$ cat src/rtl/stair_scheduler.sv
// stair_scheduler: shares one VGA plot port between NUM_STAIRS scrolling stair rectangles.
// Define STAIR_SCHED_PALETTE_EN to draw each stair in its own colour (stair k uses 1 + k mod 7);
// without it every stair draws 3'b100. Erase always writes 3'b000.
module stair_scheduler #(
    parameter int NUM_STAIRS   = 3,
    parameter int STAIR_W      = 40,
    parameter int STAIR_H      = 5,
    parameter int X_BASE       = 10,
    parameter int X_PITCH      = 50,
    parameter int Y_BASE       = 40,
    parameter int Y_PITCH      = 35,
    parameter int Y_WRAP       = 114,
    parameter int FRAME_CYCLES = 833_334
) (
    input  logic       clock,
    input  logic       reset_n,
    input  logic       go,
    input  logic       pause,
    output logic [7:0] x,
    output logic [6:0] y,
    output logic [2:0] colour,
    output logic       plot,
    output logic       busy,
    output logic [7:0] frame_count,
    output logic [2:0] current_state
);
    typedef enum logic [2:0] {
        IDLE       = 3'd0,
        START_WAIT = 3'd1,
        DRAW       = 3'd2,
        WAIT       = 3'd3,
        ERASE      = 3'd4,
        UPDATE     = 3'd5
    } state_t;

    state_t      state;
    logic [15:0] cx;
    logic [15:0] ry;
    logic [2:0]  s;
    logic [31:0] timer;
    // Eight slots so any 3-bit stair index is in range; only the first NUM_STAIRS are ever scanned.
    logic [6:0]  y_pos [8];
    logic        last_cx;
    logic        last_ry;
    logic        last_s;
    logic        scanning;
    logic [2:0]  draw_colour;

    assign last_cx       = cx == 16'(STAIR_W - 1);
    assign last_ry       = ry == 16'(STAIR_H - 1);
    assign last_s        = s == 3'(NUM_STAIRS - 1);
    assign scanning      = state == DRAW || state == ERASE;
    assign busy          = state == DRAW || state == ERASE || state == UPDATE;
    assign current_state = state;

`ifdef STAIR_SCHED_PALETTE_EN
    assign draw_colour = 3'(1 + int'(s) % 7);
`else
    assign draw_colour = 3'b100;
`endif

    // Sequencer: state, scan counters, frame timer, stair positions and registered pixel outputs.
    always_ff @(posedge clock or negedge reset_n) begin
        if (!reset_n) begin
            state       <= IDLE;
            cx          <= '0;
            ry          <= '0;
            s           <= '0;
            timer       <= '0;
            x           <= '0;
            y           <= '0;
            colour      <= '0;
            plot        <= 1'b0;
            frame_count <= '0;
            for (int k = 0; k < 8; k++) y_pos[k] <= 7'(Y_BASE + k * Y_PITCH);
        end else begin
            plot <= scanning;
            if (scanning) begin
                x      <= 8'(X_BASE + int'(s) * X_PITCH + int'(cx));
                y      <= 7'(int'(y_pos[s]) + int'(ry));
                colour <= state == DRAW ? draw_colour : 3'b000;
            end
            case (state)
                IDLE:       if (go) state <= START_WAIT;
                START_WAIT: if (!go) state <= DRAW;
                DRAW, ERASE: begin
                    // Counters wrap back to zero on the last pixel, so every phase starts from a clean scan.
                    cx <= last_cx ? '0 : cx + 16'd1;
                    if (last_cx) ry <= last_ry ? '0 : ry + 16'd1;
                    if (last_cx && last_ry) s <= last_s ? '0 : s + 3'd1;
                    if (last_cx && last_ry && last_s) begin
                        state <= state == DRAW ? WAIT : UPDATE;
                        timer <= 32'(FRAME_CYCLES - 1);
                    end
                end
                WAIT: begin
                    if (timer == 0 && !pause) state <= ERASE;
                    else if (timer != 0) timer <= timer - 32'd1;
                end
                UPDATE: begin
                    for (int k = 0; k < 8; k++) y_pos[k] <= y_pos[k] == 7'd0 ? 7'(Y_WRAP) : y_pos[k] - 7'd1;
                    frame_count <= frame_count + 8'd1;
                    state       <= DRAW;
                end
                default: state <= IDLE;
            endcase
        end
    end
endmodule

$ cat config.mk
export PLATFORM = sky130hd
export DESIGN_NAME = stair_scheduler
export DESIGN_NICKNAME = d
export VERILOG_FILES = /design/src/rtl/stair_scheduler.sv
export SDC_FILE = /design/constraint.sdc
export NUM_CORES = 1
export LEC_CHECK = 0
export BUFFER_PORTS_ARGS = -buffer_cell sky130_fd_sc_hd__buf_2
export CAP_MARGIN = 20
export CORE_MARGIN = 5
export CORE_UTILIZATION = 48
export CTS_BUF_LIST = sky130_fd_sc_hd__clkbuf_8
export DETAILED_ROUTE_END_ITERATION = 10
export HOLD_SLACK_MARGIN = 0.05
export SYNTH_ARGS = -nofsm -noshare
export SYNTH_HDL_FRONTEND = slang
export SYNTH_SLANG_ARGS = --single-unit
$ cat constraint.sdc
create_clock -name clock -period 6.9 [get_ports clock]
set_input_delay 1.38 -clock clock [delete_from_list [all_inputs] [get_ports clock]]
set_output_delay 1.38 -clock clock [all_outputs]
set_load 0.01 [all_outputs]
==> results of run 1 <==
-- sequential cells by signal, summed over array words and instances, names as in the netlist, 3 cells and up --
signal	cells
cx	16
current_state	3
frame_count	8
s	3
ry	16
x	8
y_pos	56
y	7
timer	32
-- final cells by class --
| class | instances | area share [%] |
|---|---|---|
| Tap cell | 220 | 3.08 |
| Timing Repair Buffer | 35 | 2.11 |
| Sequential cell | 151 | 42.7 |
| Clock inverter | 11 | 1.19 |
| Clock buffer | 21 | 3.23 |
| Multi-Input combinational cell | 620 | 46.1 |
| Inverter | 40 | 1.68 |
-- metrics by stage --
step           hold WS, ps  cells  util [%]
2_1_floorplan          447    838         -
3_3_place_gp           454   1066      51.2
3_5_place_dp           462   1066      51.2
4_1_cts                478   1098      53.6
5_1_grt                492   1098      53.6
6_report               470   1098      53.6
-- worst register-to-register path, stage by stage (launching register included) --
cell and delay [ps]:
dfrtp_1 920, mux4_2 620, nand2_1 80, and2_1 180, inv_1 60, ha_1 260
a21o_1 160, a21oi_1 250, o21bai_1 90, a21oi_1 190, xor2_1 150, o21ai_0 80
-- cells in the final DEF (no fill, tap or decap), types with 16 or more instances in the layout --
| master | n |
|---|---|
| and3_1 | 16 |
| clkbuf_8 | 21 |
| dfstp_2 | 30 |
| nand2_1 | 112 |
| a21oi_1 | 43 |
| nor2_1 | 49 |
| xor2_1 | 27 |
| buf_2 | 31 |
| ha_1 | 34 |
| xnor2_1 | 47 |
| dfrtp_1 | 121 |
| o21ai_0 | 59 |
| nor4_1 | 19 |
| nor3_1 | 34 |
| nand3_1 | 32 |
| inv_1 | 42 |
-- worst max path at each step --
stage                 to  slack [ps]  cells past startpoint
detailed placement  y[5]        3730                     11
global route        busy        3360                      4
CTS                 busy        3480                      4
global placement    y[5]        3830                     11
finish              busy        3490                      4
floorplan           y[6]        3760                     14
-- where the power goes --
part           internal [mW]  switching, mW  leakage (nW)  total [mW]
Combinational        0.00143         0.0176          1.97      0.0191
Clock                  0.353          0.329         0.211       0.682
Sequential             0.885              0          1.86       0.885
-- logic make-up (layout without fill, tap and decap cells) --
| family | after synthesis | count (layout) |
|---|---|---|
| simple gates | 337 | 337 |
| compound gates | 152 | 152 |
| flops | 151 | 151 |
| xor+xnor | 74 | 74 |
| buf+inv | 67 | 107 |
| fa+ha+maj | 36 | 36 |
| mux | 19 | 19 |
| other cells | 1 | 2 |
-- layer usage --
layer | vias to the layer above | track usage, %
met5 | - | 0
met4 | 0 | 5.20
met3 | 21 | 4.33
met2 | 93 | 29.9
met1 | 3088 | 25.3
li1 | 3013 | -
==> metrics.md, run 1 <==
| Metric | Value |
|---|---|
| Outcome | `complete, no violations` |
| WHS Endpoint | `frame_count[7]` |
| Leakage | `slightly above 4 nW` |
| Post_cts resized | `0` |
| DRC viols | `0` |
| FF-to-FF End | `y[5]` |
| Total routed wirelength | `about 18 mm` |
| Post-Synthesis Cells | `about 840` |
| WS Path Type | `flop to output port` |
| DR vias/cell | `~5.7` |
| Total gr overflow | `0` |
| Pin count of the biggest net entering global routing | `90` |
| GPL Wtd Cong | `between 0.8 and 0.9` |
| DRT iter0 DRCs | `446` |
| WP data required | `~5500 ps` |
| Post-route antenna net violation count | `0` |
| RSZ-0062 raised after global routing | `no` |
| Crit path from | `current_state[0]` |
| Final setup TNS | `0 ps` |
| #FFs+latches synth | `around 150` |
| Max_slew headroom | `a little over two fifths` |
| Wire length on met2 | `roughly 8.5 mm` |
| Count leader, synth | `dfrtp_1` |
| Core Area | `about 0.017 sq mm` |
| Top post-synthesis cells by count | `121 x dfrtp_1, 112 x nand2_1, 59 x o21ai_0` |
| Full die area | `0.0198 sq mm` |
| Root buffer cell | `clkbuf_8` |
| Total Routing Usage GR | `between 10% and 20%` |
| Worst-path clk slew | `~80 ps` |
| Worst Slack Setup Final | `between 3000 and 4000 ps` |
| Die Y | `roughly 140 um` |
| Part of the cycle the worst path needs | `49.4%` |
| Area contributors post-synth | `dfrtp_1 37%, dfstp_2 9.6%, ha_1 5.2%` |
| CP endpoint kind | `output port` |
| Hold Buf Count CTS | `0` |
| CP peak stage delay | `570 ps` |
| Clock skew | `approximately 12 ps` |
| Port bufs | `32` |
| Crit path max-delay family | `simple AND/OR/NAND/NOR gates` |
| Synth Area in XOR/XNOR | `between 7 and 8%` |
| Startpoint types | `flop` |
| Compound-gate portion of the synthesized area | `between 10% and 20%` |
| Synth warnings | `0` |
| Max layer used | `met4` |
| Routed wl met3 | `between 600 and 700 um` |
| Fin. Hold Viols | `0` |
| Largest area contributor in the netlist | `dfrtp_1` |
| Post-synthesis sequential area ratio | `a little under half` |
| Worst-path fanout max | `20` |
| Final Instance Area | `just under 0.009 sq mm` |
| Netlist Area Pre-Place | `approximately 0.0082 sq mm` |
| Num Clock Sinks | `151` |
| HPWL Detailed | `roughly 12 mm` |
| PD cells | `approximately 180 mW/mm^2` |
| Max-Cap Viols | `0` |
| Initial antenna violation count | `0` |
| Reg-to-reg startpoint | `s[0]` |
| R2r setup slk | `3740 ps` |
| Wire length per cell | `roughly 16 um` |
| Initial Util | `49.1%` |
| Inserted Clock Buffers | `17` |
| Wl on met1 | `between 8 and 9 mm` |
| Area grow syn2layout | `9.09%` |
| 1st-pass router iterations | `8` |
| Vias in the first global route | `approximately 6000` |
| Die X | `roughly 140 um` |
| Mux cell area share after synthesis | `approximately 4.5%` |
| Hold Crit Start | `frame_count[7]` |
| Worst-case reg-to-reg path depth | `11` |
| Syn_area_per_cell | `between 9 and 10 sq um` |
| Setup Viol. Count Final | `0` |
| Via Count | `between 6000 and 7000` |
| Distinct cells, synth | `59` |
| Setup Slack @ Placement | `~3700 ps` |
| I/O pins | `35` |
| Adder-cell share of the synthesized area | `between 5 and 6%` |
| Ratio of cells with drive above 1 in the final layout | `around 15%` |
| Hold WC Path Type | `flop to flop` |
| Longest Clk Path Bufs | `2` |
| Peak VDD IR | `approximately 0.00011 V` |
| Crit path DAT | `2030 ps` |
| CTS tree | `yes` |
| Post-synth EDFFs | `0` |
| Worst slew pin tran | `approximately 870 ps` |
| Row cnt | `between 40 and 50` |
| Minimum clock period | `between 3000 and 4000 ps` |
| Synth top area share | `36.9%` |
| Layout net count | `slightly above 900` |
| Pwr Total | `about 1.6 mW` |
| Hold path depth | `1` |
| DP Area | `~0.0086 sq mm` |
| Layout fillers | `1523` |
| CP Buf/Inv Count | `2` |
| Max Fclk | `~0.3 GHz` |
| H-tree depth | `4` |
| Slowest-stage cell, CP | `dfrtp_1` |
| # diodes | `0` |
| Ordered cell list for the critical path | `inv_1, or2_2, nand2_1, buf_2` |
| Async S/R FF share, synth | `between 90% and 100%` |
| Max Slew Vio Count | `0` |
| Post-Synth Simple-Gate Area | `a little over a fifth` |
| First-pass GRT wire length | `30.2 mm` |
| Sequential cell area | `between 0.003 and 0.004 sq mm` |
| # Post-CTS Setup Buffers | `0` |
| Area of the multi-input gates | `0.00412 sq mm` |
| Clk Latency, worst-skew pair | `450 ps` |
| Largest family of logic cells by synthesized area | `simple AND/OR/NAND/NOR gates` |
| Top_reg_cell synth | `dfrtp_1` |
Note: power is estimated with default switching activity, not from simulation.
==> run 2, diff against run 1 <==
==> constraint.sdc (replaced) <==
create_clock -name clock -period 3.5 [get_ports clock]
set_input_delay 0.7 -clock clock [delete_from_list [all_inputs] [get_ports clock]]
set_output_delay 0.7 -clock clock [all_outputs]
set_load 0.01 [all_outputs]
==> run 2 against run 1 <==
- clock power rose by 86%
- design area rose by 0.45%
- via count rose by 0.19%
- register-to-register slack got worse by 3100 ps
- largest power group unchanged
- utilization rose by 0.24 points
- wire length rose by 0.34%
- combinational power rose by 110%
- flip-flop and latch count did not move
==> metrics.md, run 2 (synthesis results as in run 1) <==
| Metric | Value |
|---|---|
| Outcome | `complete, no violations` |
| Setup Slack @ Placement | `~670 ps` |
| WP data required | `roughly 2800 ps` |
| Full die area | `just under 0.02 sq mm` |
| Clock skew | `12.8 ps` |
| CP endpoint kind | `output port` |
| Post-route antenna net violation count | `0` |
| 1st-pass router iterations | `5` |
| Worst-path fanout max | `24` |
| Area grow syn2layout | `9.58%` |
| Total routed wirelength | `~18 mm` |
| Final setup TNS | `0 ps` |
| DP Area | `0.00862 sq mm` |
| Clk Latency, worst-skew pair | `between 400 and 500 ps` |
| Worst-path clk slew | `about 70 ps` |
| CP peak stage delay | `between 400 and 500 ps` |
| DRT iter0 DRCs | `410` |
| Via Count | `between 6000 and 7000` |
| Inserted Clock Buffers | `17` |
| Max Fclk | `0.345 GHz` |
| Layout fillers | `about 1500` |
| Final Instance Area | `between 0.008 and 0.009 sq mm` |
| Slowest-stage cell, CP | `dfrtp_1` |
| Max_slew headroom | `around 50%` |
| Startpoint types | `flop` |
| Finished Core Util | `a little over half` |
| Part of the cycle the worst path needs | `~83%` |
| Pin count of the biggest net entering global routing | `103` |
| Total gr overflow | `0` |
| Hold WC Path Type | `input port to async pin` |
| Finished Layout Cells | `1105` |
| Max reg flops | `56` |
| Ordered cell list for the critical path | `nand2b_1, a21o_1, buf_4, nand2_1, buf_2` |
| Longest Clk Path Bufs | `2` |
| DR vias/cell | `approximately 5.6` |
| Core Area | `0.0167 sq mm` |
| Initial antenna violation count | `0` |
| Peak VDD IR | `0.000268 V` |
| I/O pins | `35` |
| PD cells | `roughly 340 mW/mm^2` |
| WS Path Type | `flop to output port` |
| Hold Buf Count CTS | `0` |
| Sequential cell area | `roughly 0.0038 sq mm` |
| Most frequent cells in the layout | `121 x dfrtp_1, 112 x nand2_1, 59 x o21ai_0` |
| Largest reg by FF count | `y_pos` |
| Post_cts resized | `0` |
| DRC viols | `0` |
| Largest registers | `y_pos: 56 flops, timer: 32 flops` |
| Num Clock Sinks | `~150` |
| Vias in the first global route | `6036` |
| Ratio of cells with drive above 1 in the final layout | `between 10% and 20%` |
| Total Routing Usage GR | `about a fifth` |
| Fin. Hold Viols | `0` |
| # diodes | `0` |
| Row cnt | `47` |
| RSZ-0062 raised after global routing | `no` |
| H-tree depth | `4` |
| CTS tree | `yes` |
| Setup Viol. Count Final | `0` |
| First-pass GRT wire length | `around 30 mm` |
| GPL Wtd Cong | `about 0.85` |
| Die X | `between 100 and 150 um` |
| Commonest non-fill, non-tap cell in the layout | `dfrtp_1` |
| Die Y | `about 140 um` |
| Leakage | `4.07 nW` |
| Area of the multi-input gates | `~0.0041 sq mm` |
| Minimum clock period | `between 2000 and 3000 ps` |
| Placed cell count | `approximately 1100` |
| Max Slew Vio Count | `0` |
| Crit path DAT | `approximately 2200 ps` |
| Wire length per cell | `roughly 16 um` |
| Max-Cap Viols | `0` |
| # Post-CTS Setup Buffers | `0` |
| Worst slew pin tran | `744 ps` |
| HPWL Detailed | `around 13 mm` |
| Initial Util | `49.1%` |
| Worst Slack Setup Final | `602 ps` |
| Layout net count | `roughly 900` |
| Port bufs | `32` |
| Root buffer cell | `clkbuf_8` |
[run 2: worst paths after layout]
check	startpoint	endpoint	slack [ps]	depth (start not counted)
min in group clock	y[0]	y[0]	480	2
min	reset_n	timer[31]	190	1
max reg2reg	ry[1]	timer[13]	620	8
max in group asynchronous	reset_n	y_pos[32]	2410	2
min reg2reg	y[0]	y[0]	480	2
max	current_state[1]	busy	600	5
[run 2: worst max-delay path, delay by kind of cell (launching register included)]
family | cells | cell delay (ps)
AO/OA/AOI/OAI | 1 | 440
AND/OR/NAND/NOR | 2 | 350
buffers and inverters | 2 | 470
flip-flops | 1 | 490
[run 2: metrics by stage]
stage | power, mW | hold WS, ps
global route | 3.20 | 210
finish | 3.06 | 186
detailed placement | 1.82 | 460
floorplan | 1.78 | 404
global placement | 1.82 | 458
CTS | 3.10 | 183
[run 2: layout make-up]
class / count / area share, %
Inverter: 40 / 1.67
Multi-Input combinational cell: 620 / 45.9
Clock inverter: 14 / 1.36
Sequential cell: 151 / 42.5
Timing Repair Buffer: 42 / 2.83
Tap cell: 220 / 3.06
Clock buffer: 18 / 2.76
[run 2: layer usage]
layer	share of wire (%)	GRT usage, %	vias to the layer above
li1	-	-	3029
met1	47	25.1	3062
met2	49	30.2	119
met3	3.5	4.33	17
met4	1.3	5.35	0
met5	0	0	-
[run 2: power breakdown]
group	switching [mW]	internal, mW	leakage [nW]
sequential	0	1.75	1.86
combinational	0.0349	0.00445	2.01
clock	0.640	0.633	0.203
